`src/rtl/seg_pattern_driver.sv`:
```
// -----------------------------------------------------------------------------
// seg_pattern_driver
//
// Stimulus source and scoreboard for a 7-input digit classifier. Each trial
// encodes the current digit as a 7-segment pattern, optionally flips one
// segment chosen by a 16-bit Galois LFSR, waits LAT cycles for the
// classifier's registered prediction, then compares the prediction against
// the clean digit and updates the match/trial counters.
//
// Ports:
//   clk, rst      clock, asynchronous active-high reset
//   start         begins a run when sampled high in IDLE
//   abort         ends the current run early (ignored in IDLE)
//   mode          0 = fixed digit, 1 = sweep starting at digit_in
//   digit_in      start/fixed digit, latched at start
//   noise_en      enables single-segment flip, latched at start
//   num_trials    trials per run, latched at start
//   pred_in       classifier prediction
//   seg_out       pattern to classifier, bit0 = segment a ... bit6 = segment g
//   busy          high from the cycle after start until the end of FINISH
//   done          one-cycle pulse in FINISH
//   mismatch      one-cycle pulse in SAMPLE when pred_in != expected digit
//   match_cnt     correct predictions in the current or last run
//   trial_cnt     completed trials
//   last_pred     pred_in captured at the most recent SAMPLE
// -----------------------------------------------------------------------------
module seg_pattern_driver #(
  parameter int unsigned LAT   = 1,
  parameter int unsigned CNT_W = 8,
  parameter logic [15:0] SEED  = 16'hACE1
) (
  input  logic             clk,
  input  logic             rst,
  input  logic             start,
  input  logic             abort,
  input  logic             mode,
  input  logic [3:0]       digit_in,
  input  logic             noise_en,
  input  logic [CNT_W-1:0] num_trials,
  input  logic [3:0]       pred_in,
  output logic [6:0]       seg_out,
  output logic             busy,
  output logic             done,
  output logic             mismatch,
  output logic [CNT_W-1:0] match_cnt,
  output logic [CNT_W-1:0] trial_cnt,
  output logic [3:0]       last_pred
);

  // Wide enough to hold LAT+1 so the compare against LAT is exact for LAT = 0.
  localparam int unsigned        WAIT_W  = $clog2(LAT + 2);
  localparam logic [WAIT_W-1:0]  LAT_W   = WAIT_W'(LAT);
  localparam logic [WAIT_W-1:0]  WAIT_1  = {{(WAIT_W-1){1'b0}}, 1'b1};
  localparam logic [CNT_W-1:0]   CNT_ONE = {{(CNT_W-1){1'b0}}, 1'b1};

  typedef enum logic [2:0] {
    IDLE   = 3'd0,
    APPLY  = 3'd1,
    SETTLE = 3'd2,
    SAMPLE = 3'd3,
    FINISH = 3'd4
  } state_t;

  state_t            state_q, state_d;
  logic              mode_q;
  logic              noise_q;
  logic [3:0]        digit_q;
  logic [CNT_W-1:0]  ntrials_q;
  logic [15:0]       lfsr_q;
  logic [WAIT_W-1:0] wait_q;
  logic [6:0]        seg_q;
  logic              busy_q;
  logic [CNT_W-1:0]  match_q;
  logic [CNT_W-1:0]  trial_q;
  logic [3:0]        last_pred_q;
  logic              last_trial_s;
  logic              pred_ok_s;
  logic              done_s;
  logic              mismatch_s;

  // 7-segment encoding; digits without a glyph produce a blank pattern.
  function automatic logic [6:0] seg_enc(input logic [3:0] d);
    logic [6:0] s;
    case (d)
      4'd0:    s = 7'h3F;
      4'd1:    s = 7'h06;
      4'd2:    s = 7'h5B;
      4'd3:    s = 7'h4F;
      4'd4:    s = 7'h66;
      4'd5:    s = 7'h6D;
      4'd6:    s = 7'h7D;
      4'd7:    s = 7'h07;
      4'd8:    s = 7'h7F;
      4'd9:    s = 7'h6F;
      default: s = 7'h00;
    endcase
    return s;
  endfunction

  // Galois right-shift LFSR step, taps 16'hB400.
  function automatic logic [15:0] lfsr_step(input logic [15:0] l);
    logic [15:0] n;
    if (l[0]) begin
      n = (l >> 1) ^ 16'hB400;
    end else begin
      n = l >> 1;
    end
    return n;
  endfunction

  // Index 7 has no segment, so that LFSR value means "no flip this trial".
  function automatic logic [6:0] noise_mask(input logic en, input logic [15:0] l);
    logic [6:0] m;
    if (en && (l[2:0] != 3'd7)) begin
      m = 7'd1 << l[2:0];
    end else begin
      m = 7'd0;
    end
    return m;
  endfunction

  // Sweep successor: 9 and any out-of-range digit wrap to 0.
  function automatic logic [3:0] digit_next(input logic [3:0] d);
    logic [3:0] n;
    if (d >= 4'd9) begin
      n = 4'd0;
    end else begin
      n = d + 4'd1;
    end
    return n;
  endfunction

  assign last_trial_s = ((trial_q + CNT_ONE) == ntrials_q);
  assign pred_ok_s    = (pred_in == digit_q);

  // State register.
  always_ff @(posedge clk or posedge rst) begin
    if (rst) begin
      state_q <= IDLE;
    end else begin
      state_q <= state_d;
    end
  end

  // Next-state logic.
  always_comb begin
    state_d = state_q;
    case (state_q)
      IDLE: begin
        if (start) begin
          state_d = (num_trials == {CNT_W{1'b0}}) ? FINISH : APPLY;
        end else begin
          state_d = IDLE;
        end
      end
      APPLY: begin
        state_d = abort ? FINISH : SETTLE;
      end
      SETTLE: begin
        if (abort) begin
          state_d = FINISH;
        end else if (wait_q == LAT_W) begin
          state_d = SAMPLE;
        end else begin
          state_d = SETTLE;
        end
      end
      SAMPLE: begin
        // An abort here still lets the sampled trial count.
        state_d = (last_trial_s || abort) ? FINISH : APPLY;
      end
      FINISH: begin
        state_d = IDLE;
      end
      default: begin
        state_d = IDLE;
      end
    endcase
  end

  // Output decode for the single-cycle pulses.
  always_comb begin
    done_s     = 1'b0;
    mismatch_s = 1'b0;
    if (state_q == FINISH) begin
      done_s = 1'b1;
    end else if (state_q == SAMPLE) begin
      mismatch_s = !pred_ok_s;
    end else begin
      done_s     = 1'b0;
      mismatch_s = 1'b0;
    end
  end

  // Run configuration, LFSR, settle timer, pattern and scoreboard counters.
  always_ff @(posedge clk or posedge rst) begin
    if (rst) begin
      mode_q      <= 1'b0;
      noise_q     <= 1'b0;
      digit_q     <= 4'd0;
      ntrials_q   <= {CNT_W{1'b0}};
      lfsr_q      <= SEED;
      wait_q      <= {WAIT_W{1'b0}};
      seg_q       <= 7'h00;
      busy_q      <= 1'b0;
      match_q     <= {CNT_W{1'b0}};
      trial_q     <= {CNT_W{1'b0}};
      last_pred_q <= 4'd0;
    end else begin
      case (state_q)
        IDLE: begin
          if (start) begin
            mode_q    <= mode;
            noise_q   <= noise_en;
            digit_q   <= digit_in;
            ntrials_q <= num_trials;
            lfsr_q    <= SEED;
            match_q   <= {CNT_W{1'b0}};
            trial_q   <= {CNT_W{1'b0}};
            busy_q    <= 1'b1;
          end
        end
        APPLY: begin
          // An aborted trial leaves the pattern and LFSR untouched.
          if (!abort) begin
            seg_q  <= seg_enc(digit_q) ^ noise_mask(noise_q, lfsr_q);
            lfsr_q <= lfsr_step(lfsr_q);
            wait_q <= {WAIT_W{1'b0}};
          end
        end
        SETTLE: begin
          wait_q <= wait_q + WAIT_1;
        end
        SAMPLE: begin
          last_pred_q <= pred_in;
          trial_q     <= trial_q + CNT_ONE;
          if (pred_ok_s) begin
            match_q <= match_q + CNT_ONE;
          end
          if (mode_q) begin
            digit_q <= digit_next(digit_q);
          end
        end
        FINISH: begin
          busy_q <= 1'b0;
        end
        default: begin
          busy_q <= 1'b0;
        end
      endcase
    end
  end

  assign seg_out   = seg_q;
  assign busy      = busy_q;
  assign done      = done_s;
  assign mismatch  = mismatch_s;
  assign match_cnt = match_q;
  assign trial_cnt = trial_q;
  assign last_pred = last_pred_q;

endmodule

```
`config.mk`:
```
export PLATFORM = sky130hd
export DESIGN_NAME = seg_pattern_driver
export DESIGN_NICKNAME = d
export VERILOG_FILES = /design/src/rtl/seg_pattern_driver.sv
export SDC_FILE = /design/constraint.sdc
export NUM_CORES = 1
export LEC_CHECK = 0
export ABC_AREA = 1
export CAP_MARGIN = 25
export CORE_UTILIZATION = 50
export CTS_CLUSTER_SIZE = 12
export DETAILED_ROUTE_END_ITERATION = 8
export PLACE_DENSITY = 0.74
export SETUP_SLACK_MARGIN = 0.1
export SYNTH_ARGS = -nofsm -noshare
export SYNTH_HDL_FRONTEND = slang
export SYNTH_SLANG_ARGS = --single-unit
```
`constraint.sdc`:
```
create_clock -name clk -period 3.2 [get_ports clk]
set_input_delay 0.48 -clock clk [delete_from_list [all_inputs] [get_ports clk]]
set_output_delay 0.48 -clock clk [all_outputs]
set_load 0.01 [all_outputs]
```
==> impl_metrics.csv, run 1 <==
group,metric,value,unit
global_routing,grt_util_met2,40.0,%
global_routing,globalRouteMet1Util,29.8,%
global_routing,via_count_of_the_first_global_routing_pass,2996,
finish,design.final.nets,528,
detailed_routing,detail_route.vias_per_cell,5.31,
timing,finalSetupViolations,0,
detailed_routing,wirelength,8.04,mm
clock_tree,clock_insertion_delay_worst_skew,0.36,ns
run_status,outcome,"finished, violations left",
timing,achievable-frequency,417,MHz
place,placement.io_buffers,51,
global_routing,grt.overflow.total,0,
timing,setup-tns-final,0,ns
power_and_ir_drop,power_leakage,0.00202,uW
finish,area.growth.synth_to_final,22.0,%
timing,grt_setup_unrepaired,"false",
place,globalplace.congestion,0.846,
setup_path,worst-endpoint-required,2.72,ns
finish,post-route-cell-area,0.00425,mm2
clock_tree,cts.clk_slew.worst_paths,0.07,ns
logic_synthesis,ys.warnings.count,0,
global_routing,grt_antenna_before_repair,0,
clock_tree,clock_tree.buffer_depth,2,
timing,min_clock_period_post_route,2.40,ns
setup_path,crit-reg2reg-capture,"match_cnt[3]",
floorplanning,core_area,0.00676,mm2
timing,layout_setup_ws,0.804,ns
timing,final.setup_skew,0.0160,ns
clock_tree,cts_buffers,9,
floorplanning,design.die.area,0.00731,mm2
setup_path,setup_crit_path_kind,"flip-flop to primary output",
global_routing,grt_start_max_net_pins,35,
setup_path,crit_path_start,"state_q[2]",
floorplanning,die-width,85.5,um
logic_synthesis,syn-mean-instance-area,7.87,um2
global_routing,grt_usage,23.8,%
clock_tree,cts_sinks,63,
detailed_routing,vias,3081,
setup_path,critical_path_arrival,1.92,ns
floorplanning,die_h,85.5,um
place,dpl-instance-area,0.00404,mm2
detailed_routing,drt-initial-drc-count,148,
logic_synthesis,synth_area,0.00349,mm2
detailed_routing,routed_wire_length_per_instance,13.9,um
global_routing,grt_pass1_wl,13.6,mm
job,max-cap-violations,0,
finish,final_cell_mix,"sky130_fd_sc_hd__nand2_1, sky130_fd_sc_hd__dfrtp_1, sky130_fd_sc_hd__clkdlybuf4s50_1",
setup_path,cp-start-kind,"flip-flop",
finish,final_core_utilization,62.9,%
setup_path,crit_path_max_fanout,18,
timing,worst-slew-pin-transition,0.648,ns
clock_tree,cts-htree-levels,3,
detailed_routing,drc_errors,1,
clock_tree,ctsResizeCount,0,
logic_synthesis,postSynthNetCount,476,
place,post-dp-hpwl,5.54,mm
global_routing,gr-usage-met3,4.33,%
floorplanning,placementRows,30,
setup_path,worstSetupEndpoint,"mismatch",
timing,final-max-slew-violation-count,0,
finish,final_cells,580,
logic_synthesis,yosysUniqueCellTypes,34,
place,post-place-cells,564,
clock_tree,root_buffer,"sky130_fd_sc_hd__clkbuf_8",
power_and_ir_drop,cellPowerDensity,828,mW/mm2
finish,layout.cells.most_common,"sky130_fd_sc_hd__nand2_1",
logic_synthesis,synth_seq_cells,63,
run_status,failing_checks,"DRC",
detailed_routing,antenna_left,0,
setup_path,r2r_setup_slack,1.27,ns
power_and_ir_drop,irDropWorstVdd,0.496,mV
floorplanning,boundaryPins,52,
logic_synthesis,synth_sequential_area_ratio,45.5,%
timing,timing.slew.headroom,56.7,%
clock_tree,cts_tree,"yes",
floorplanning,floorplan.initialDensity,51.6,%
clock_tree,post_cts_buffers,0,
finish,insertedDiodeCount,0,
logic_synthesis,syn_inst,443,
place,place_ws,0.828,ns
setup_path,cp-end-kind,"primary output",
timing,report.final.hold_viol_count,0,
min_path,hp-class,"flip-flop to flip-flop",
setup_path,rr_startpoint,"state_q[2]",
timing,layout_worst_path_cycle_share,74.9,%
finish,layout-drive-gt1-share,9.20,%
clock_tree,ctsHoldBuffers,0,
detailed_routing,first_pass_iters,6,
global_routing,grt_most_used_layer,"met2",
setup_path,rr_worst_depth,8,
-- sequential cells by signal (all words and copies together) (netlist names) --
register / cells
ntrials_q: 8
digit_q: 4
seg_out: 7
noise_q: 1
mode_q: 1
last_pred: 4
trial_cnt: 8
state_q: 3
match_cnt: 8
wait_q: 2
busy: 1
lfsr_q: 16
-- layer usage --
layer / vias up / routed length, um
met1: 1469 / 3640
met4: 0 / 163
met3: 13 / 302
met2: 66 / 3930
li1: 1533 / -
met5: - / 0
-- cell families after synthesis --
family	synth area share [%]
DFF	45.5
buffers and inverters	7.86
muxes	0.287
adders and majority gates	3.95
xor gates and xnor gates	3.77
and+or+nand+nor	28.4
AOI/OAI and AO/OA	10.3
-- metrics by stage --
stage	hold slack (ns)	power, uW
after global placement	0.462	2710
after global routing	0.513	3790
after floorplan	0.456	2320
after CTS	0.486	3530
after detailed placement	0.468	2750
final	0.481	3520
-- cell usage after synthesis (all sizes together) --
| cell type | number | area [um2] |
|---|---|---|
| nand3 | 48 | 245 |
| nor3 | 3 | 20.0 |
| dfstp | 8 | 210 |
| clkbuf | 2 | 7.51 |
| a31oi | 8 | 50.1 |
| nand4 | 7 | 43.8 |
| buf | 9 | 71.3 |
| a21oi | 12 | 60.1 |
| a22o | 1 | 8.76 |
| mux2i | 1 | 10.0 |
| nor4 | 1 | 6.26 |
| ha | 11 | 138 |
| xor2 | 10 | 87.6 |
| o21bai | 1 | 7.51 |
| nor2 | 41 | 179 |
| o22ai | 2 | 12.5 |
| nand2 | 121 | 479 |
| dfrtp | 55 | 1380 |
| xnor2 | 5 | 43.8 |
| and2 | 1 | 8.76 |
| o21ai | 43 | 219 |
| or2 | 1 | 6.26 |
| inv | 52 | 195 |
-- worst min path at each step --
stage                         to  slack, ns  cells past startpoint    startpoint
CTS                 last_pred[3]       0.49                      2  last_pred[3]
detailed placement  last_pred[3]       0.47                      2  last_pred[3]
finish                 lfsr_q[5]       0.48                      2     lfsr_q[6]
global placement    last_pred[0]       0.46                      2  last_pred[0]
global route        last_pred[3]       0.51                      2  last_pred[3]
floorplan              lfsr_q[5]       0.46                      2     lfsr_q[6]
-- power breakdown --
| part | internal (uW) | total, uW | switching, uW |
|---|---|---|---|
| logic | 567 | 1440 | 868 |
| registers | 1100 | 1310 | 211 |
| clock network | 458 | 775 | 317 |
-- layout make-up --
type,count,area [um2]
clock buffer,12,145
tap,80,100
sequential,63,1590
inverter,52,195
timing repair buffer,52,531
fill,586,2500
multi-input combinational,317,1630
clock inverter,4,70.1
-- worst max-delay path, cell delays in order (launching register included) --
cell	delay (ns)
sky130_fd_sc_hd__dfrtp_1	0.42
sky130_fd_sc_hd__nor2_4	0.14
sky130_fd_sc_hd__nand2_2	0.26
sky130_fd_sc_hd__nor2_1	0.19
sky130_fd_sc_hd__clkdlybuf4s50_1	0.54
Note: power is estimated with default switching activity, not from simulation.
==> run 2, diff against run 1 <==
clock period = 2.35 ns   (was 3.2 ns; I/O delays follow)
==> run 2 against run 1 <==
The flow still finishes with violations (DRC). Power up 37%. Worst setup slack got worse by 0.58 ns. Combinational power up 36%. Largest cell class unchanged. Routed wire length down 3.0%. Worst hold slack lost 0.11 ns. Clock skew shrank 0.0090 ns. Cell count is 0.52% higher. Sequential share of layout area shrank 0.18 points. Cell area grew 0.74%. Sequential power is 37% higher. Via count rose by 1.2%.
==> impl_metrics.csv, run 2 (same netlist as run 1, synthesis figures left out) <==
group,metric,value,unit
setup_path,cp-start-kind,"flip-flop",
timing,final-max-slew-violation-count,0,
detailed_routing,wirelength,7.80,mm
floorplanning,boundaryPins,52,
finish,area.growth.synth_to_final,22.9,%
timing,timing.slew.headroom,72.2,%
setup_path,r2r_setup_slack,0.60,ns
clock_tree,cts_sinks,63,
detailed_routing,routed_wire_length_per_instance,13.4,um
floorplanning,die_h,85.5,um
finish,layout.cells.most_common,"sky130_fd_sc_hd__nand2_1",
finish,final_cell_mix,"sky130_fd_sc_hd__nand2_1, sky130_fd_sc_hd__dfrtp_1, sky130_fd_sc_hd__clkdlybuf4s50_1",
timing,achievable-frequency,469,MHz
finish,largest_register_ffs,16,
place,dpl-instance-area,0.00406,mm2
setup_path,cp-end-kind,"primary output",
timing,worst-slew-pin-transition,0.413,ns
global_routing,grt_usage,23.3,%
setup_path,critical_path_arrival,1.78,ns
min_path,hp-class,"input port to async pin",
floorplanning,core_area,0.00676,mm2
finish,post-route-cell-area,0.00428,mm2
setup_path,rr_startpoint,"trial_cnt[0]",
power_and_ir_drop,irDropWorstVdd,0.700,mV
floorplanning,die-width,85.5,um
global_routing,grt_start_max_net_pins,64,
power_and_ir_drop,power_leakage,0.00202,uW
clock_tree,ctsHoldBuffers,0,
clock_tree,cts_buffers,9,
timing,final.setup_skew,0.00704,ns
setup_path,crit-reg2reg-capture,"state_q[0]",
setup_path,setup_crit_path_kind,"flip-flop to primary output",
setup_path,crit_path_max_fanout,9,
global_routing,grt_antenna_before_repair,0,
detailed_routing,first_pass_iters,6,
detailed_routing,detail_route.vias_per_cell,5.35,
global_routing,via_count_of_the_first_global_routing_pass,2992,
power_and_ir_drop,cellPowerDensity,1130,mW/mm2
finish,filler_cell_count,580,
floorplanning,placementRows,30,
place,globalplace.congestion,0.847,
timing,setup-tns-final,0,ns
clock_tree,clock_insertion_delay_worst_skew,0.36,ns
timing,report.final.hold_viol_count,0,
run_status,outcome,"finished, violations left",
job,max-cap-violations,0,
finish,insertedDiodeCount,0,
global_routing,grt.overflow.total,0,
place,placement.io_buffers,51,
setup_path,worstSetupEndpoint,"mismatch",
setup_path,rr_worst_depth,10,
run_status,failing_checks,"DRC",
floorplanning,design.die.area,0.00731,mm2
setup_path,worst-endpoint-required,2.00,ns
setup_path,crit_path_start,"digit_q[1]",
finish,top_register,"lfsr_q",
detailed_routing,drc_errors,1,
global_routing,grt_pass1_wl,13.3,mm
clock_tree,cts_tree,"yes",
finish,design.final.nets,531,
detailed_routing,drt-initial-drc-count,177,
clock_tree,clock_tree.buffer_depth,2,
timing,finalSetupViolations,0,
timing,min_clock_period_post_route,2.13,ns
detailed_routing,antenna_left,0,
clock_tree,root_buffer,"sky130_fd_sc_hd__clkbuf_8",
place,post-dp-hpwl,5.43,mm
timing,grt_setup_unrepaired,"false",
floorplanning,floorplan.initialDensity,51.6,%
clock_tree,cts-htree-levels,3,
timing,layout_worst_path_cycle_share,90.7,%
clock_tree,cts.clk_slew.worst_paths,0.08,ns
finish,layout-drive-gt1-share,10.7,%
detailed_routing,vias,3119,
[run 2: cell types whose count changed in the layout (fill, tap and decap cells not counted), sizes merged]
| cell | change |
|---|---|
| clkinv | -1 |
| buf | +3 |
| clkinvlp | +3 |
| inv | +1 |
| clkbuf | -3 |
[run 2: layout make-up]
cell class	instances	area, um2	share of cell area [%]
clock inverter	7	96.3	2.25
tap	80	100	2.34
multi-input combinational	317	1630	37.9
sequential	63	1590	37.1
timing repair buffer	55	553	12.9
clock buffer	9	124	2.89
inverter	52	195	4.56
[run 2: routing by layer]
layer / track usage (%) / routed length, um / up-vias
li1: - / - / 1554
met1: 28.2 / 3440 / 1477
met2: 40.0 / 3850 / 72
met3: 6.16 / 329 / 16
met4: 8.64 / 186 / 0
met5: 0 / 0 / -
[run 2: how the worst min path moves through the flow]
| stage | to | from |
|---|---|---|
| final | match_cnt[3] | rst |
| after detailed placement | last_pred[0] | last_pred[0] |
| after global placement | last_pred[0] | last_pred[0] |
| after CTS | match_cnt[3] | rst |
| after floorplan | state_q[1] | abort |
| after global routing | lfsr_q[12] | rst |
[run 2: per-stage QoR]
stage          utilization (%)  power, uW  setup WS [ns]  hold WS [ns]  std cells
2_1_floorplan                -       3160          0.441         0.416        443
3_3_place_gp              60.1       3700          0.290         0.464        567
3_5_place_dp              60.1       3760          0.265         0.469        567
4_1_cts                   63.4       4840          0.137         0.388        583
5_1_grt                   63.4       5180          0.103         0.385        583
6_report                  63.4       4820          0.219         0.374        583
[run 2: worst max-delay path, stage by stage (launching register included)]
cell,delay (ns)
sky130_fd_sc_hd__dfrtp_2,0.49
sky130_fd_sc_hd__xnor2_1,0.15
sky130_fd_sc_hd__nand4_1,0.09
sky130_fd_sc_hd__inv_1,0.07
sky130_fd_sc_hd__nor2_1,0.09
sky130_fd_sc_hd__clkdlybuf4s50_1,0.54
[run 2: repair_timing]
action / in CTS / in global routing
setup endpoints to repair: 0 / 1
buffers inserted: 0 / 0
gates resized for setup: 0 / 3
[run 2: report_power, final]
part           switching [uW]  internal [uW]
clock                     471            598
sequential                289           1500
combinational            1170            790
total                    1930           2890
==> run 3, diff against run 2 <==
CORE_MARGIN = 5   (was unset)
==> run 3 against run 2 <==
The flow now finishes without violations. Power fell by 3.0%. Clock skew is 0.0013 ns higher. First-iteration DRC count is 21% lower. Routed wire length up 4.0%. Clock power is 15% lower. Utilization is 0.39 points lower. Register-to-register slack barely moved. Critical path type unchanged. Critical endpoint unchanged.
==> impl_metrics.csv, run 3 (same netlist as run 1, synthesis figures left out) <==
group,metric,value,unit
timing,achievable-frequency,465,MHz
timing,final.setup_skew,0.00833,ns
floorplanning,placementRows,30,
power_and_ir_drop,power_leakage,0.00201,uW
setup_path,crit_path_max_fanout,9,
finish,final_core_utilization,63.0,%
finish,insertedDiodeCount,0,
global_routing,grt_pass1_wl,13.8,mm
finish,layout-drive-gt1-share,10.5,%
clock_tree,cts_tree,"yes",
floorplanning,design.die.area,0.00874,mm2
timing,finalSetupViolations,0,
finish,layout.cells.most_common,"sky130_fd_sc_hd__nand2_1",
detailed_routing,antenna_left,0,
place,placement.io_buffers,51,
clock_tree,ctsHoldBuffers,0,
timing,min_clock_period_post_route,2.15,ns
setup_path,rr_worst_depth,12,
setup_path,setup_crit_path_kind,"flip-flop to primary output",
floorplanning,die-width,93.5,um
global_routing,grt_usage,19.9,%
finish,area.growth.synth_to_final,22.8,%
timing,worst_hold_slack,0.382,ns
global_routing,grt.overflow.total,0,
setup_path,worst-endpoint-required,2.00,ns
timing,worst-slew-pin-transition,0.555,ns
finish,multi_input_comb_area,0.00163,mm2
setup_path,crit-reg2reg-capture,"state_q[2]",
power_and_ir_drop,cellPowerDensity,1090,mW/mm2
global_routing,grt_start_max_net_pins,29,
timing,final-max-slew-violation-count,0,
clock_tree,cts_buffers,9,
global_routing,via_count_of_the_first_global_routing_pass,3145,
timing,layout_worst_path_cycle_share,91.5,%
global_routing,grt_antenna_before_repair,0,
setup_path,rr_startpoint,"trial_cnt[0]",
clock_tree,cts.clk_slew.worst_paths,0.07,ns
finish,top_register,"lfsr_q",
clock_tree,cts_sinks,63,
finish,final_cells,601,
power_and_ir_drop,irDropWorstVdd,0.776,mV
power_and_ir_drop,p_total,4680,uW
detailed_routing,drt-initial-drc-count,140,
timing,timing.slew.headroom,63.0,%
setup_path,cp-start-kind,"flip-flop",
timing,report.final.hold_viol_count,0,
finish,final-seq-area,0.00159,mm2
detailed_routing,routed_wire_length_per_instance,13.5,um
min_path,hp-class,"input port to async pin",
detailed_routing,vias,3148,
clock_tree,cts-htree-levels,3,
floorplanning,boundaryPins,52,
finish,design.final.nets,533,
floorplanning,floorplan.initialDensity,51.3,%
place,post-place-cells,585,
setup_path,r2r_setup_slack,0.59,ns
clock_tree,clock_insertion_delay_worst_skew,0.35,ns
clock_tree,clock_tree.buffer_depth,2,
setup_path,crit_path_start,"digit_q[1]",
run_status,outcome,"finished, final reports clean",
timing,setup-tns-final,0,ns
finish,largest_register_ffs,16,
detailed_routing,drc_errors,0,
setup_path,critical_path_arrival,1.80,ns
place,globalplace.congestion,0.832,
timing,grt_setup_unrepaired,"false",
detailed_routing,wirelength,8.11,mm
clock_tree,root_buffer,"sky130_fd_sc_hd__clkbuf_8",
job,max-cap-violations,0,
floorplanning,core_area,0.00679,mm2
detailed_routing,first_pass_iters,5,
setup_path,cp-end-kind,"primary output",
floorplanning,die_h,93.5,um
finish,filler_cell_count,586,
finish,final_cell_mix,"sky130_fd_sc_hd__nand2_1, sky130_fd_sc_hd__dfrtp_1, sky130_fd_sc_hd__clkdlybuf4s50_1",
place,post-dp-hpwl,5.84,mm
detailed_routing,detail_route.vias_per_cell,5.24,
run 3: cell types whose count changed in the layout (fill, tap and decap cells not counted):
cell | before | now
sky130_fd_sc_hd__bufinv_16 | 2 | 1
sky130_fd_sc_hd__inv_6 | 1 | 0
sky130_fd_sc_hd__clkinvlp_4 | 3 | 1
sky130_fd_sc_hd__buf_4 | 3 | 5
sky130_fd_sc_hd__clkbuf_1 | 0 | 3
sky130_fd_sc_hd__clkinv_2 | 1 | 2
run 3: cell type report:
type	instances	share of cell area [%]
repair buffers	57	13.3
clock inverters	4	1.11
multi-input cells	317	38.0
clock buffers	12	3.16
inverters	52	4.56
flip-flops and latches	63	37.1
well taps	96	2.81
run 3: where the power goes:
group	total, uW	internal (uW)	switching, uW
combinational	1980	792	1190
sequential	1790	1500	290
clock	906	487	418
run 3: critical path, stage by stage (launching register included):
cell and delay (ns):
sky130_fd_sc_hd__dfrtp_2 0.48, sky130_fd_sc_hd__xnor2_1 0.16, sky130_fd_sc_hd__nand4_1 0.10, sky130_fd_sc_hd__inv_1 0.08, sky130_fd_sc_hd__nor2_1 0.10, sky130_fd_sc_hd__clkdlybuf4s50_1 0.54
run 3: metrics by stage:
stage	cell area (um2)	setup WS (ns)
4_1_cts	4280	0.123
2_1_floorplan	3490	0.441
3_3_place_gp	4100	0.287
6_report	4280	0.199
3_5_place_dp	4100	0.236
5_1_grt	4280	0.105
run 3: per-layer routing:
layer	global-route usage, %	wire length [um]	part of all wire [%]
met5	0	0	0
met4	7.81	223	2.8
met3	5.95	474	5.8
met2	33.8	3900	48
met1	23.5	3510	43
run 3: worst max-delay path by stage:
stage / depth (start not counted) / slack [ns] / to
2_1_floorplan: 1 / 0.44 / busy
3_3_place_gp: 6 / 0.29 / mismatch
3_5_place_dp: 6 / 0.24 / mismatch
5_1_grt: 5 / 0.11 / mismatch
6_report: 5 / 0.20 / mismatch
4_1_cts: 5 / 0.12 / mismatch
run 3: repair_timing:
action / in CTS / in global routing
setup buffers: 0 / 0
setup endpoints to repair: 0 / 1
resized for setup: 0 / 3
==> RTL edit 1 (flow settings as in run 2) <==
Register the outputs `done` and `mismatch`; this adds one clock of latency there. The other outputs are not delayed to match. Comments in the files are not updated.
--- a/src/rtl/seg_pattern_driver.sv
+++ b/src/rtl/seg_pattern_driver.sv
@@ -253,8 +253,10 @@
 
   assign seg_out   = seg_q;
   assign busy      = busy_q;
-  assign done      = done_s;
-  assign mismatch  = mismatch_s;
+  always_ff @(posedge clk) begin
+    done     <= done_s;
+    mismatch <= mismatch_s;
+  end
   assign match_cnt = match_q;
   assign trial_cnt = trial_q;
   assign last_pred = last_pred_q;
Check against the original RTL: not equivalent (Yosys sat finds a counterexample within 4 cycles, from zero or initial values and one cycle with rst high).
==> RTL edit 1 against run 2 <==
Critical path depth grew 4; worst setup slack gained 410 ps; wire length shrank 8.4%; cell area grew 0.32%; sequential cell count grew 2; clock power shrank 9.9%; total power shrank 0.24%; via count shrank 6.5%; area after synthesis grew 0.57%.
==> RTL edit 1: results (changes against run 2) <==
[status]
result_of_the_run = finished clean

[setup_path]
timing.critical_path.from = state_q[1]
dominant_delay_contributor_by_cell_family_on_the_critical_path = simple AND/OR/NAND/NOR gates
critPathKind = flop to flop
cp_data_arrival_time_ps = 1980  ; +200 ps
worst_path_largest_cell_delay_ps = 420  ; -120 ps
r2r_cells = 9  ; -1
r2r_slack_ps = 630  ; +30 ps
critPathSlowestCell = dfrtp_1
timing.critical_path.to = digit_q[1]

[placement]
final_replace_weighted_congestion = 0.883  ; +4.3%
number_of_placed_instances_taps_included = 571  ; +0.71%
place.detailed.hpwl_microns = 5280  ; -2.8%
placed_cell_area_sq_um = 4090  ; +0.80%

[global_routing]
pin_count_of_the_biggest_net_entering_global_routing = 43  ; -33%
grt_pass1_wl_microns = 12300  ; -7.5%
global_route.usage.total_pct = 21.4  ; -1.9 points
via_count_of_the_first_global_routing_pass = 2713  ; -9.3%

[route]
length_of_the_first_detailed_routing_pass_in_iterations = 4  ; -2
drt_iter0_markers = 154  ; -13%
via_count = 2915  ; -6.5%
drt_wl_total_microns = 7140  ; -8.4%

[yosys]
synth_area_leaders = dfrtp_1 (39%), nand2_1 (13%), dfstp_2 (6.0%)
yosys-top-cells-count = nand2_1 (121), dfrtp_1 (55), inv_1 (43)
synthesis.nets = 467  ; -1.9%
postSynthCellCount = 434  ; -2.0%
yosysSeqAreaShare_pct = 46.4  ; +0.88 points
yosys.cell_types.count = 33  ; -2.9%

[timing]
fin_skew_ps = 7.29  ; +0.248 ps
worst_slew_margin_rel_pct = 66.7  ; -5.5 points
fmaxAchievable_ghz = 0.580  ; +24%

[clocking]
clk_latency_ps = 340  ; -20 ps
cts-htree-levels = 3  ; unchanged
post-cts-setup-buffers = 0  ; unchanged
cts_buffers = 9  ; unchanged

[final_layout]
nNetsFinal = 519  ; -2.3%
layoutNonFillerInstCount = 587  ; +0.69%
share_of_post_route_cells_with_drive_strength_above_1_pct = 8.55  ; -2.2 points

[power]
peakVddDrop_v = 0.000538  ; -23%
leakage_dissipation_nw = 1.98  ; -1.6%

RTL edit 1: changes by cell type in the layout (fill, tap and decap cells not counted), sizes merged, moves of 3 or more:
cell   before  now
o21ai      43   40
inv        53   48
nand2     121  125
o31ai       0    6
xnor2       5   12
o22ai       2    5
a21oi      12    6
nand4       7    3
nand3      48   36
RTL edit 1: power breakdown:
part           internal, mW  switching [mW]
Clock                 0.520           0.444
Sequential             1.54           0.314
Combinational         0.825            1.17
RTL edit 1: metal layers:
metal,vias up,GRT usage [%],routed length (microns)
met5,-,0,0
met2,72,33.2,3260
met1,1329,29.7,3400
met4,0,8.33,140
li1,1501,-,-
met3,13,4.04,343
RTL edit 1: final cells by class:
| type | instances | area [sq um] |
|---|---|---|
| Sequential cell | 65 | 1630 |
| Clock inverter | 6 | 67.6 |
| Timing Repair Buffer | 54 | 546 |
| Clock buffer | 10 | 138 |
| Tap cell | 96 | 120 |
| Fill cell | 572 | 2500 |
| Multi-Input combinational cell | 308 | 1620 |
| Inverter | 48 | 183 |
RTL edit 1: kinds of logic after synthesis:
group,share of synthesized area (%)
simple gates,26.0
fa+ha+maj,3.93
buf+inv,7.46
flops,46.4
compound gates,10.5
xor+xnor,5.75
RTL edit 1: worst register-to-register path, cell delays in order, from the launching register on:
cell,delay [ps]
dfrtp_1,420
nor2_1,100
inv_1,60
nor2_1,230
nand2_4,210
inv_2,270
a21oi_2,70
inv_1,150
nand2_1,70
o21ai_0,70
RTL edit 1: worst min path at each step:
stage	endpoint	slack, ps	depth (start not counted)
6_report	match_cnt[2]	350	2
2_1_floorplan	state_q[1]	420	1
3_3_place_gp	last_pred[2]	460	2
4_1_cts	match_cnt[2]	370	2
5_1_grt	match_cnt[2]	420	2
3_5_place_dp	last_pred[1]	470	2
==> RTL edit 2 (config.mk and constraints of run 2) <==
Made on the original files. The parameter `LAT` goes from 1 to 2. Comments in the files are not updated.
--- a/src/rtl/seg_pattern_driver.sv
+++ b/src/rtl/seg_pattern_driver.sv
@@ -25,7 +25,7 @@
 //   last_pred     pred_in captured at the most recent SAMPLE
 // -----------------------------------------------------------------------------
 module seg_pattern_driver #(
-  parameter int unsigned LAT   = 1,
+  parameter int unsigned LAT   = 2,
   parameter int unsigned CNT_W = 8,
   parameter logic [15:0] SEED  = 16'hACE1
 ) (
Formal check against the unedited RTL: not equivalent (Yosys sat finds a counterexample within 10 cycles, from zero or initial values and one cycle with rst high).
==> RTL edit 2 against run 2 <==
First-iteration DRC count rose by 20%; worst hold slack improved by 23 ps; worst setup slack improved by 230 ps; die area fell by 0.25%; total power rose by 4.5%; area after synthesis fell by 0.25%; cell area rose by 1.6%; sequential power fell by 2%; clock power rose by 18%; synthesized cell count fell by 0.68%; sequential cell count did not move; wire length fell by 0.46%.
==> RTL edit 2: results (changes against run 2) <==
[placement]
place_worst_setup_slack_ps = 155  ; -110 ps
place.detailed.hpwl_microns = 5390  ; -0.79%
final_replace_weighted_congestion = 0.839  ; -0.91%

[yosys]
yosys-top-cells-count = nand2_1 (122), dfrtp_1 (55), nand3_1 (49)
synth_area_leaders = dfrtp_1 (40%), nand2_1 (13%), nand3_1 (7.1%)
yosys.cell_types.count = 35  ; +2.9%
yosysSeqAreaShare_pct = 45.6  ; +0.11 points

[route]
drc_errors = 0  ; -1
drt_iter0_markers = 213  ; +20%
length_of_the_first_detailed_routing_pass_in_iterations = 4  ; -2
drt-wirelength-per-cell_microns = 13.3  ; -0.29%

[status]
result_of_the_run = finished clean

[setup_path]
worst_r2r_endpoint = digit_q[2]
critical_path.reg2reg.startpoint = digit_q[1]
r2r_slack_ps = 530  ; -70 ps
cp_data_arrival_time_ps = 1550  ; -230 ps

[timing]
worst_slew_margin_rel_pct = 75.1  ; +2.9 points
finalHoldWorstSlack_ps = 397  ; +22.9 ps
min_period_ps = 1900  ; -229 ps

[clocking]
clk_latency_ps = 340  ; -20 ps

[final_layout]
share_of_post_route_cells_with_drive_strength_above_1_pct = 10.8  ; +0.021 points
nNetsFinal = 529  ; -0.38%
filler_cell_count = 588  ; +1.4%

[global_routing]
grt_pass1_wl_microns = 13400  ; +0.88%
via_count_of_the_first_global_routing_pass = 2978  ; -0.47%

[power]
peakVddDrop_v = 0.000625  ; -11%
leakage_dissipation_nw = 2.08  ; +3.3%

-- RTL edit 2: layer usage --
layer	wire (microns)	global-route usage, %	vias to the layer above
met5	0	0	-
met3	305	3.89	12
met2	3720	38.8	64
met1	3640	30.7	1465
met4	98	8.18	0
li1	-	-	1542
-- RTL edit 2: critical path, delay by kind of cell (launching register included) --
kind | cells | cell delay (ps)
buffers and inverters | 2 | 650
and+or+nand+nor | 2 | 190
DFF | 1 | 380
-- RTL edit 2: kinds of logic (layout without fill, tap and decap cells) --
logic type,Yosys count,after routing,share of synthesized area [%]
AOI/OAI and AO/OA,64,64,9.93
xor gates and xnor gates,16,16,4.03
adders and majority gates,10,10,3.60
buffers and inverters,57,119,6.84
DFF,63,63,45.6
muxes,1,1,0.288
and+or+nand+nor,229,229,29.7
-- RTL edit 2: cell type report --
cell class | count | share of cell area (%)
Multi-Input combinational cell | 320 | 38.0
Inverter | 47 | 4.05
Clock inverter | 7 | 3.34
Sequential cell | 63 | 36.5
Clock buffer | 9 | 2.85
Tap cell | 80 | 2.30
Timing Repair Buffer | 56 | 12.9
-- RTL edit 2: how the worst max path moves through the flow --
stage / startpoint / endpoint / slack, ps / cells after the start
5_1_grt: state_q[0] / done / 330 / 4
4_1_cts: digit_q[2] / mismatch / 110 / 5
6_report: state_q[0] / done / 450 / 4
3_5_place_dp: pred_in[2] / mismatch / 160 / 6
3_3_place_gp: pred_in[2] / mismatch / 170 / 6
2_1_floorplan: rst / busy / 440 / 1
-- RTL edit 2: stage by stage --
step | area, sq um | instances
2_1_floorplan | 3480 | 440
3_3_place_gp | 4070 | 565
3_5_place_dp | 4070 | 565
4_1_cts | 4340 | 581
5_1_grt | 4350 | 582
6_report | 4350 | 582
-- RTL edit 2: power breakdown --
part | internal (mW) | leakage [nW] | switching (mW)
Combinational | 0.807 | 1.16 | 1.23
Sequential | 1.48 | 0.795 | 0.265
Clock | 0.815 | 0.130 | 0.441
-- RTL edit 2: what timing repair did --
| action | in CTS | in global routing |
|---|---|---|
| resized for setup | 2 | 2 |
| setup buffers | 0 | 1 |
| endpoints found under the hold margin | 0 | 0 |
| endpoints found under the setup margin | 1 | 1 |
